**src/rtl/fetch_ctrl_pkg.sv**
```systemverilog
// Shared CPU package for the instruction fetch controller.
// Holds the fetch FSM state type, the reset PC default and the fetch output payload.
package fetch_ctrl_pkg;

   localparam int unsigned XLEN = 32;
   localparam logic [XLEN-1:0] RESET_PC_DEFAULT = 32'h0000_3000;

   typedef enum logic [1:0] {
      S_IDLE = 2'd0,
      S_REQ  = 2'd1,
      S_OUT  = 2'd2,
      S_HALT = 2'd3
   } fetch_state_e;

   // Instruction word handed to decode together with its address
   typedef struct packed {
      logic [XLEN-1:0] instr;
      logic [XLEN-1:0] pc;
   } fetch_pkt_t;

   // Word-align an address by clearing the byte offset
   function automatic logic [XLEN-1:0] align_word(input logic [XLEN-1:0] addr);
      return {addr[XLEN-1:2], 2'b00};
   endfunction

endpackage

```
**src/rtl/fetch_ctrl_if.sv**
```systemverilog
// Instruction-memory request/acknowledge bus between fetch (master) and memory (slave).
interface fetch_ctrl_if;
   import fetch_ctrl_pkg::*;

   logic            imem_req;
   logic [XLEN-1:0] imem_addr;
   logic            imem_ack;
   logic [XLEN-1:0] imem_rdata;

   modport master (output imem_req, output imem_addr, input imem_ack, input imem_rdata);
   modport slave  (input imem_req, input imem_addr, output imem_ack, output imem_rdata);

endinterface

```
**src/rtl/fetch_ctrl.sv**
```systemverilog
// Instruction fetch controller: one outstanding memory request, redirect/kill handling.
// Optional FETCH_ALIGN_CHECK_EN: misaligned redirect targets halt fetch instead of being word-aligned.
module fetch_ctrl
   import fetch_ctrl_pkg::*;
#(
   parameter logic [XLEN-1:0] RESET_PC = RESET_PC_DEFAULT
) (
   input  logic            clk,
   input  logic            rst_n,
   fetch_ctrl_if.master    imem,
   input  logic            redir_valid,
   input  logic [XLEN-1:0] redir_target,
   output logic            if_valid,
   input  logic            if_ready,
   output logic [XLEN-1:0] if_instr,
   output logic [XLEN-1:0] if_pc,
   output logic [XLEN-1:0] pc,
   output logic            exc_misalign
);

   fetch_state_e    state_q, state_d;
   logic [XLEN-1:0] pc_q, pc_d;
   logic [XLEN-1:0] pend_q, pend_d;
   fetch_pkt_t      pkt_q, pkt_d;
   logic            kill_q, kill_d;
   logic            exc_q, exc_d;
   logic            req_q, req_d;
   logic            valid_q, valid_d;

   logic [XLEN-1:0] tgt_c;
   logic            fatal_c;

`ifdef FETCH_ALIGN_CHECK_EN
   assign tgt_c   = redir_target;
   assign fatal_c = redir_valid && (redir_target[1:0] != 2'b00);
`else
   assign tgt_c   = align_word(redir_target);
   assign fatal_c = 1'b0;
`endif

   // Next-state and datapath updates
   always_comb begin
      state_d = state_q;
      pc_d    = pc_q;
      pend_d  = pend_q;
      pkt_d   = pkt_q;
      kill_d  = kill_q;
      exc_d   = exc_q;
      unique case (state_q)
         S_IDLE: state_d = S_REQ;
         S_REQ: begin
            if (fatal_c) begin
               exc_d   = 1'b1;
               kill_d  = 1'b0;
               state_d = S_HALT;
            end else if (imem.imem_ack) begin
               if (kill_q || redir_valid) begin
                  // Returned word belongs to the squashed path
                  pc_d   = redir_valid ? tgt_c : pend_q;
                  kill_d = 1'b0;
               end else begin
                  pkt_d   = '{instr: imem.imem_rdata, pc: pc_q};
                  state_d = S_OUT;
               end
            end else if (redir_valid) begin
               kill_d = 1'b1;
               pend_d = tgt_c;
            end
         end
         S_OUT: begin
            if (fatal_c) begin
               exc_d   = 1'b1;
               state_d = S_HALT;
            end else if (redir_valid) begin
               pc_d    = tgt_c;
               state_d = S_REQ;
            end else if (if_ready) begin
               pc_d    = pc_q + XLEN'(4);
               state_d = S_REQ;
            end
         end
`ifdef FETCH_ALIGN_CHECK_EN
         S_HALT: state_d = S_HALT;
`endif
         default: state_d = S_IDLE;
      endcase
      req_d   = (state_d == S_REQ);
      valid_d = (state_d == S_OUT);
   end

   always_ff @(posedge clk or negedge rst_n) begin
      if (!rst_n) begin
         state_q <= S_IDLE;
         pc_q    <= RESET_PC;
         pend_q  <= '0;
         pkt_q   <= '{instr: '0, pc: RESET_PC};
         kill_q  <= 1'b0;
         exc_q   <= 1'b0;
         req_q   <= 1'b0;
         valid_q <= 1'b0;
      end else begin
         state_q <= state_d;
         pc_q    <= pc_d;
         pend_q  <= pend_d;
         pkt_q   <= pkt_d;
         kill_q  <= kill_d;
         exc_q   <= exc_d;
         req_q   <= req_d;
         valid_q <= valid_d;
      end
   end

   assign imem.imem_req  = req_q;
   assign imem.imem_addr = pc_q;
   assign if_valid       = valid_q;
   assign if_instr       = pkt_q.instr;
   assign if_pc          = pkt_q.pc;
   assign pc             = pc_q;
   assign exc_misalign   = exc_q;

endmodule

```
**src/flat_wrapper.sv**
```systemverilog
// flat-port wrapper written by rule: the top's interface ports become plain ports
module fetch_ctrl_flat import fetch_ctrl_pkg::*;
#(
   parameter logic [XLEN-1:0] RESET_PC = RESET_PC_DEFAULT
)
  (clk, rst_n, redir_valid, redir_target, if_valid, if_ready, if_instr, if_pc, pc, exc_misalign, imem_imem_req, imem_imem_addr, imem_imem_ack, imem_imem_rdata);
  fetch_ctrl_if imem_i ();
  input  logic clk;
  input  logic rst_n;
  input  logic redir_valid;
  input  logic [XLEN-1:0] redir_target;
  output logic if_valid;
  input  logic if_ready;
  output logic [XLEN-1:0] if_instr;
  output logic [XLEN-1:0] if_pc;
  output logic [XLEN-1:0] pc;
  output logic exc_misalign;
  output wire logic [$bits(imem_i.imem_req)-1:0] imem_imem_req;
  output wire logic [$bits(imem_i.imem_addr)-1:0] imem_imem_addr;
  input wire logic [$bits(imem_i.imem_ack)-1:0] imem_imem_ack;
  input wire logic [$bits(imem_i.imem_rdata)-1:0] imem_imem_rdata;
  assign imem_imem_req = imem_i.imem_req;
  assign imem_imem_addr = imem_i.imem_addr;
  assign imem_i.imem_ack = imem_imem_ack;
  assign imem_i.imem_rdata = imem_imem_rdata;
  fetch_ctrl #(.RESET_PC(RESET_PC)) u_core (.clk(clk), .rst_n(rst_n), .imem(imem_i), .redir_valid(redir_valid), .redir_target(redir_target), .if_valid(if_valid), .if_ready(if_ready), .if_instr(if_instr), .if_pc(if_pc), .pc(pc), .exc_misalign(exc_misalign));
endmodule
```
**config.mk**
```make
export PLATFORM = sky130hd
export DESIGN_NAME = fetch_ctrl_flat
export DESIGN_NICKNAME = d
export VERILOG_FILES = /design/src/rtl/fetch_ctrl_pkg.sv /design/src/rtl/fetch_ctrl_if.sv /design/src/rtl/fetch_ctrl.sv /design/src/flat_wrapper.sv
export SDC_FILE = /design/constraint.sdc
export NUM_CORES = 1
export LEC_CHECK = 0
export BUFFER_PORTS_ARGS = -buffer_cell sky130_fd_sc_hd__buf_4
export CAP_MARGIN = 20
export CORE_ASPECT_RATIO = 0.6
export CORE_MARGIN = 2
export CORE_UTILIZATION = 52
export DETAILED_ROUTE_END_ITERATION = 6
export GPL_TIMING_DRIVEN = 0
export PLACE_DENSITY = 0.92
export SKIP_CTS_REPAIR_TIMING = 1
export SLEW_MARGIN = 20
export SYNTH_ARGS = -nofsm -noshare
export SYNTH_HDL_FRONTEND = slang
export SYNTH_SLANG_ARGS = --single-unit
```
**constraint.sdc**
```tcl
create_clock -name clk -period 2.75 [get_ports clk]
set_input_delay 0.275 -clock clk [delete_from_list [all_inputs] [get_ports clk]]
set_output_delay 0.275 -clock clk [all_outputs]
set_load 0.1 [all_outputs]
```
==> flow_summary.json, run 1 <==
{
  "drtIter0Drc": 612,
  "area_delta_synth_final_pct": 35.19,
  "synth_area_per_cell_um2": 11.10,
  "die-area_um2": 13270,
  "clkLatencyLatePin_ns": 0.42,
  "fin_crit_sh_pct": 88.96,
  "grt_pass1_wl_um": 28280,
  "skew_ns": 0.005539,
  "yosys.cell_count.top_type": "dfrtp_1",
  "drt-vias-per-instance": 5.829,
  "final_hold_viol_count": 0,
  "nFillCells": 831,
  "crit_chain": "buf_2 > nand3b_1 > o22ai_1 > clkbuf_1 > o21ai_0 > nand2_1 > o21ai_0",
  "startpoint": "u_core.state_q[1]$_DFF_PN0_",
  "synth_flop_cell": "dfrtp_1",
  "synth_area_um2": 6417,
  "synth_edf_count": 0,
  "placedInstanceArea_um2": 8123,
  "max_slew.worst_pin.slew_ns": 0.8981,
  "gp_congestion": 0.8910,
  "num_vias": 5666,
  "cp_slowest_cell": "o22ai_1",
  "synth-seq-cells": 133,
  "cp.required_ns": 3.03,
  "timing.rr.start": "u_core.state_q[1]$_DFF_PN0_",
  "timing_worst_setup_path_type": "reg -> reg",
  "rsz0062_at_grt": "no",
  "antenna_found_initial": 0,
  "synth.net_count": 648,
  "yosysWarnings": 0,
  "cp.arrival_ns": 2.72,
  "fin_cells": 972,
  "min_path_type": "in -> reg",
  "ant_nets": 0,
  "overflow": 0,
  "slew_headroom_pct": 40.13,
  "min_from": "imem_imem_rdata[15]",
  "outcome": "completed",
  "place_hpwl_um": 12650,
  "startpoint_type": "flop",
  "wl_um": 17870,
  "die_h_um": 90.05,
  "dp.cells": 939,
  "io_buffers": 195,
  "holdWs_ns": 0.08644,
  "synthTopCellsByCount": "dfrtp_1, mux2_2, o21ai_0, nand2_1, buf_4",
  "finalMaxSlewViolations": 0,
  "setup_viol": 0,
  "seq_area_frac_synth_pct": 51.94,
  "cp-end-kind": "flop",
  "grt_pass1_vias": 5443,
  "min_period_ns": 2.446,
  "drive_above_1_share_pct": 47.83,
  "clockBufferDepth": 2,
  "clock_sinks": 133,
  "start_util_pct": 53.20,
  "wire_per_inst_um": 18.39,
  "worstRegToRegCells": 7,
  "grt_max_degree": 101,
  "first_pass_iters": 5,
  "worst_path_largest_cell_delay_ns": 0.74,
  "synthTopCellsByArea": "dfrtp_1, mux2_2, o21ai_0, buf_4, nand2_1",
  "holdPathStages": 2,
  "boundaryPins": 200,
  "synth_top_area_cell": "dfrtp_1",
  "cts-root-buf": "clkbuf_16",
  "synth_top_cell_area_share_pct": 50.30,
  "async_flop_share_pct": 100.0,
  "cts_tree": "yes",
  "fin_nets": 864,
  "fmax_mhz": 408.8,
  "numCtsBuffers": 17,
  "fin_tns_setup_ns": 0,
  "grt_util_all_layers_pct": 27.02,
  "crit_top_cell": "o21ai_0",
  "syn-instance-count": 578,
  "rows": 31,
  "core-area_um2": 12060,
  "htree_levels": 4,
  "crit_fanout": 10,
  "path_clk_slew_ns": 0.06,
  "synth.distinct_cells": 53,
  "drv_cap": 0,
  "dieWidth_um": 147.4,
  "drcViolationCount": 0,
  "n_antenna_cell": 0,
  "post-route-cell-area_um2": 8676
}
[area by class of cell]
cell class | count | area, µm² | area share (%)
Buffer | 70 | 415.4 | 4.788
Clock buffer | 18 | 429.2 | 4.947
Clock inverter | 14 | 113.9 | 1.312
Inverter | 9 | 33.78 | 0.3894
Multi-Input combinational cell | 366 | 2635 | 30.37
Sequential cell | 133 | 3333 | 38.42
Tap cell | 165 | 206.4 | 2.380
Timing Repair Buffer | 197 | 1509 | 17.39
[critical path: cells and delay by family, from the launching register on]
family	cells	cell delay, ns
simple gates	2	0.36
compound gates	3	0.99
buf+inv	2	0.60
flops	1	0.35
[state kept, by name (all words and copies together), names as in the netlist]
| signal | flops |
|---|---|
| u_core.if_instr | 32 |
| u_core.if_pc | 32 |
| u_core.imem.imem_addr | 32 |
| u_core.pend_q | 32 |
| u_core.state_q | 2 |
| u_core.if_valid | 1 |
| u_core.imem.imem_req | 1 |
| u_core.kill_q | 1 |
[metal layers]
metal / vias to the layer above / share of wire (%) / global-route usage [%]
met5: - / 0 / 0
met3: 48 / 13 / 9.188
met1: 2718 / 40 / 37.47
met4: 0 / 2.1 / 8.574
met2: 399 / 45 / 40.23
li1: 2501 / - / -
[cells in the final DEF (no fill, tap or decap), types with 7 or more instances in the layout]
cell	n
inv_1	9
buf_2	17
a31oi_1	16
clkbuf_16	17
nand3_1	16
clkbuf_1	19
a21oi_1	22
nand4_1	7
nor2_1	23
nand2_1	45
dfrtp_1	129
o21ai_0	52
buf_4	227
mux2_2	94
clkinv_2	7
and3_1	11
[final timing paths]
check	endpoint	slack [ns]
hold reg to reg	u_core.pend_q[30]$_DFFE_PN0P_	0.50
setup reg to reg	u_core.imem.imem_addr[15]$_DFFE_PN0P_	0.30
max in group asynchronous	u_core.if_pc[5]$_DFFE_PN0P_	1.67
hold / removal	u_core.if_instr[15]$_DFFE_PN0P_	0.09
min in group asynchronous	u_core.if_pc[14]$_DFFE_PN0P_	0.31
setup / recovery	u_core.imem.imem_addr[15]$_DFFE_PN0P_	0.30
[stage by stage]
step / worst slack, ns / utilization (%)
2_1_floorplan: 0.1794 / -
3_3_place_gp: 0.4391 / 67.05
3_5_place_dp: 0.4052 / 67.34
4_1_cts: 0.4136 / 71.84
5_1_grt: 0.1583 / 71.92
6_report: 0.3035 / 71.92
[cell families after synthesis]
group                    count (synthesis)  share of synthesized area (%)
adder cells (fa/ha/maj)                  1                         0.1949
other                                    1                        0.05843
multiplexers                            95                          16.65
AO/OA/AOI/OAI                          128                          12.11
AND/OR/NAND/NOR                        141                          12.05
flip-flops                             133                          51.94
buffers and inverters                   79                          6.999
Power of run 1 is left out: the tool's default activity adds up to more than one toggle a clock period on the data nets, which glitch-free logic cannot reach.
==> inputs of run 2 (changes only) <==
--- a/config.mk
+++ b/config.mk
@@ -8,7 +8,6 @@
 export BUFFER_PORTS_ARGS = -buffer_cell sky130_fd_sc_hd__buf_4
 export CAP_MARGIN = 20
 export CORE_ASPECT_RATIO = 0.6
-export CORE_MARGIN = 2
 export CORE_UTILIZATION = 52
 export DETAILED_ROUTE_END_ITERATION = 6
 export GPL_TIMING_DRIVEN = 0
==> run 2 against run 1 <==
- fmax decreased by 3.0%
- via count is 1.3% higher
- clock skew grew 0.0033 ns
- core utilization grew 0.81 points
- sequential share of layout area is 0.31 points lower
- worst setup slack worse by 0.076 ns
- first-iteration DRC count up 35%
- critical path type unchanged
- largest cell class unchanged
==> flow_summary.json, run 2 (synthesis gave the netlist of run 1 again) <==
{
  "outcome": "completed",
  "clock_sinks": 133,
  "cts-root-buf": "clkbuf_16",
  "ant_nets": 0,
  "crit_chain": "buf_2 > nand3b_1 > o22ai_1 > clkbuf_1 > o21ai_0 > o2bb2ai_1",
  "path_clk_slew_ns": 0.06,
  "nFillCells": 857,
  "fin_tns_setup_ns": 0,
  "boundaryPins": 200,
  "drtIter0Drc": 827,
  "grt_pass1_wl_um": 28720,
  "crit_fanout": 10,
  "crit_buf_inv": 2,
  "num_vias": 5741,
  "final_common_cell": "buf_4",
  "multi_input_area_um2": 2635,
  "worst_path_largest_cell_delay_ns": 0.67,
  "fin_nets": 864,
  "cpLargestDelayFamily": "compound AO/OA/AOI/OAI gates",
  "max_slew.worst_pin.slew_ns": 0.8066,
  "cp.arrival_ns": 2.79,
  "core-area_um2": 12020,
  "grt_pass1_vias": 5580,
  "area_delta_synth_final_pct": 36.28,
  "min_from": "imem_imem_rdata[11]",
  "timing_worst_setup_path_type": "reg -> reg",
  "fmax_mhz": 396.4,
  "overflow": 0,
  "start_util_pct": 53.37,
  "holdPathStages": 2,
  "drt-vias-per-instance": 5.906,
  "grt_max_degree": 83,
  "dieWidth_um": 145.4,
  "io_buffers": 195,
  "drv_cap": 0,
  "min_period_ns": 2.523,
  "final_hold_viol_count": 0,
  "first_pass_iters": 6,
  "skew_ns": 0.008859,
  "finalMaxSlewViolations": 0,
  "cp-end-kind": "flop",
  "die_h_um": 88.05,
  "slew_headroom_pct": 46.23,
  "startpoint_type": "flop",
  "numCtsBuffers": 17,
  "drcViolationCount": 0,
  "rows": 31,
  "timing.rr.start": "u_core.state_q[1]$_DFF_PN0_",
  "die-area_um2": 12800,
  "fin_crit_sh_pct": 91.74,
  "gp_congestion": 0.8968,
  "setup_viol": 0,
  "ff2ff_setup_slack_ns": 0.23,
  "clkLatencyLatePin_ns": 0.42,
  "worstRegToRegCells": 6,
  "grt_util_all_layers_pct": 29.04,
  "layout_common_cells": "buf_4, dfrtp_1, mux2_2",
  "r2r_end": "u_core.imem.imem_addr[30]$_DFFE_PN0P_",
  "cp.required_ns": 3.02,
  "seq_area_um2": 3333,
  "cts_tree": "yes",
  "n_antenna_cell": 0,
  "drive_above_1_share_pct": 47.96,
  "htree_levels": 4,
  "cp_slowest_cell": "o22ai_1",
  "min_delay_worst_endpoint": "u_core.if_instr[11]$_DFFE_PN0P_",
  "wl_um": 18500,
  "min_path_type": "in -> reg",
  "antenna_found_initial": 0,
  "wire_per_inst_um": 19.03,
  "place_hpwl_um": 12700,
  "path_depth": 6,
  "rsz0062_at_grt": "no",
  "clockBufferDepth": 2
}
==> run 2: changes by cell type in the layout (fill, tap and decap cells not counted), sizes merged <==
cell / delta
clkinv: -7
inv: +4
bufinv: +2
clkinvlp: +1
==> run 2: worst max-delay path by stage <==
stage / slack [ns] / end / startpoint
after floorplan: 0.18 / u_core.imem.imem_addr[28]$_DFFE_PN0P_ / u_core.imem.imem_addr[11]$_DFFE_PN0P_
after global placement: 0.46 / u_core.imem.imem_addr[26]$_DFFE_PN0P_ / u_core.state_q[1]$_DFF_PN0_
after detailed placement: 0.42 / u_core.imem.imem_addr[30]$_DFFE_PN0P_ / u_core.state_q[1]$_DFF_PN0_
after CTS: 0.38 / u_core.imem.imem_addr[30]$_DFFE_PN0P_ / u_core.state_q[1]$_DFF_PN0_
after global routing: 0.16 / u_core.imem.imem_addr[30]$_DFFE_PN0P_ / u_core.state_q[1]$_DFF_PN0_
final: 0.23 / u_core.imem.imem_addr[30]$_DFFE_PN0P_ / u_core.state_q[1]$_DFF_PN0_
==> run 2: metal layers <==
metal  global-route usage (%)  up-vias  wire length [µm]
met3                    10.89       50              2345
met4                    10.81        0               375
met2                    44.06      407              8360
met5                        0        -                 0
met1                    38.40     2782              7414
li1                         -     2502                 -
==> run 2: layout make-up <==
type / instances / share of cell area, %
buffer: 70 / 4.750
sequential: 133 / 38.11
tap: 165 / 2.361
multi-input combinational: 366 / 30.13
timing repair buffer: 197 / 17.25
clock inverter: 14 / 1.989
inverter: 9 / 0.3863
clock buffer: 18 / 5.021
==> run 2: through the flow <==
step | std cells | hold slack (ns) | worst slack, ns | cell area [µm²] | util [%]
after floorplan | 578 | -0.02059 | 0.1794 | 6417 | -
after global placement | 938 | 0.4810 | 0.4580 | 8088 | 67.26
after detailed placement | 939 | 0.2093 | 0.4245 | 8123 | 67.55
after CTS | 971 | -0.2350 | 0.3833 | 8736 | 72.65
final | 972 | 0.08756 | 0.2272 | 8746 | 72.74
after global routing | 972 | 0.07614 | 0.1619 | 8746 | 72.74
Power of run 2 is left out for the same reason.
==> inputs of run 3 (changes only) <==
--- a/config.mk
+++ b/config.mk
@@ -8,10 +8,10 @@
 export BUFFER_PORTS_ARGS = -buffer_cell sky130_fd_sc_hd__buf_4
 export CAP_MARGIN = 20
 export CORE_ASPECT_RATIO = 0.6
-export CORE_UTILIZATION = 52
+export CORE_UTILIZATION = 50
 export DETAILED_ROUTE_END_ITERATION = 6
 export GPL_TIMING_DRIVEN = 0
-export PLACE_DENSITY = 0.92
+export PLACE_DENSITY = 0.89
 export SKIP_CTS_REPAIR_TIMING = 1
 export SLEW_MARGIN = 20
 export SYNTH_ARGS = -nofsm -noshare
==> run 3 against run 2 <==
- non-clock buffer count unchanged
- hold slack got worse by 0.0042 ns
- first-iteration DRC count down 28%
- critical endpoint is now u_core.imem.imem_addr[15]$_DFFE_PN0P_
- core utilization decreased by 1.3 points
- final cell count unchanged
- count of clock-buffer cells in the layout is the same
- register-to-register slack worse by 0.03 ns
- cell area rose by 0.46%
- critical path type unchanged
- clock skew fell by 0.0021 ns
- die area up 3.9%
==> flow_summary.json, run 3 (synthesis gave the netlist of run 1 again) <==
{
  "grt_util_met1_pct": 38.52,
  "cp.arrival_ns": 2.83,
  "grt_pass1_wl_um": 29540,
  "startpoint": "u_core.state_q[1]$_DFF_PN0_",
  "numCtsBuffers": 17,
  "min_path_type": "in -> reg",
  "fin_tns_setup_ns": 0,
  "clock_sinks": 133,
  "num_vias": 5709,
  "timing.rr.start": "u_core.state_q[1]$_DFF_PN0_",
  "wl_um": 18670,
  "dieWidth_um": 148.3,
  "min_from": "imem_imem_rdata[3]",
  "grt_pass1_vias": 5731,
  "boundaryPins": 200,
  "gp_congestion": 0.9132,
  "place_hpwl_um": 13330,
  "min_period_ns": 2.551,
  "io_buffers": 195,
  "path_clk_slew_ns": 0.06,
  "max_slew.worst_pin.slew_ns": 0.9261,
  "holdPathStages": 2,
  "setup_viol": 0,
  "drtIter0Drc": 598,
  "min_delay_worst_endpoint": "u_core.if_instr[3]$_DFFE_PN0P_",
  "ant_nets": 0,
  "htree_levels": 4,
  "grt-busiest-layer": "met2",
  "grt_util_all_layers_pct": 28.72,
  "die-area_um2": 13310,
  "finalMaxSlewViolations": 0,
  "rows": 31,
  "startpoint_type": "flop",
  "r2r_end": "u_core.imem.imem_addr[15]$_DFFE_PN0P_",
  "grt_util_met2_pct": 44.60,
  "drt-vias-per-instance": 5.873,
  "ff2ff_setup_slack_ns": 0.20,
  "final_common_cell": "buf_4",
  "timing_worst_setup_path_type": "reg -> reg",
  "first_pass_iters": 7,
  "grt_use_met3_pct": 7.665,
  "layout_common_cells": "buf_4, dfrtp_1, mux2_2",
  "n_antenna_cell": 0,
  "fmax_mhz": 392.0,
  "fin_nets": 864,
  "cts_tree": "yes",
  "cp.required_ns": 3.03,
  "crit_fanout": 10,
  "core-area_um2": 12300,
  "worstRegToRegCells": 7,
  "cp-end-kind": "flop",
  "fin_crit_sh_pct": 92.76,
  "overflow": 0,
  "drcViolationCount": 0,
  "slew_headroom_pct": 38.26,
  "wire_per_inst_um": 19.21,
  "rsz0062_at_grt": "no",
  "final_hold_viol_count": 0,
  "drv_cap": 0,
  "area_delta_synth_final_pct": 36.91,
  "drive_above_1_share_pct": 47.83,
  "outcome": "completed",
  "die_h_um": 89.76,
  "start_util_pct": 52.19,
  "grt_max_degree": 82,
  "skew_ns": 0.006746,
  "cts-root-buf": "clkbuf_16",
  "clockBufferDepth": 2,
  "antenna_found_initial": 0,
  "clkLatencyLatePin_ns": 0.42
}
[run 3: worst max-delay path, cell delays in order (launching register included)]
cell and delay (ns):
dfrtp_1 0.36, buf_2 0.16, nand3b_1 0.27, o22ai_1 0.76, clkbuf_1 0.48, o21ai_0 0.20
nand2_1 0.11, o21ai_0 0.07
[run 3: worst max-delay path by stage]
stage | to | slack (ns) | cells past startpoint
floorplan | u_core.imem.imem_addr[28]$_DFFE_PN0P_ | 0.18 | 6
global placement | u_core.imem.imem_addr[26]$_DFFE_PN0P_ | 0.42 | 6
detailed placement | u_core.imem.imem_addr[15]$_DFFE_PN0P_ | 0.35 | 7
CTS | u_core.imem.imem_addr[15]$_DFFE_PN0P_ | 0.34 | 7
global route | u_core.imem.imem_addr[15]$_DFFE_PN0P_ | 0.08 | 7
finish | u_core.imem.imem_addr[15]$_DFFE_PN0P_ | 0.20 | 7
[run 3: stage by stage]
step | util [%] | setup slack, ns | area [µm²] | std cells | hold slack (ns)
2_1_floorplan | - | 0.1794 | 6417 | 578 | -0.02059
3_3_place_gp | 65.78 | 0.4171 | 8088 | 938 | 0.4821
3_5_place_dp | 66.06 | 0.3464 | 8123 | 939 | 0.2134
4_1_cts | 71.37 | 0.3381 | 8776 | 971 | -0.2189
5_1_grt | 71.46 | 0.08254 | 8786 | 972 | 0.07351
6_report | 71.46 | 0.1990 | 8786 | 972 | 0.08337
[run 3: metal layers]
layer | part of all wire (%) | vias to the layer above
met1 | 41 | 2731
met4 | 2.0 | 0
met5 | 0 | -
met3 | 12 | 68
met2 | 46 | 399
li1 | - | 2511
[run 3: area by class of cell]
| class | instances | area, µm² |
|---|---|---|
| plain buffers | 70 | 415.4 |
| clock buffers | 18 | 429.2 |
| clock inverters | 14 | 224.0 |
| fillers | 847 | 3510 |
| inverters | 9 | 33.78 |
| multi-input cells | 366 | 2635 |
| flip-flops and latches | 133 | 3333 |
| well taps | 165 | 206.4 |
| repair buffers | 197 | 1509 |
Power of run 3 is left out for the same reason.
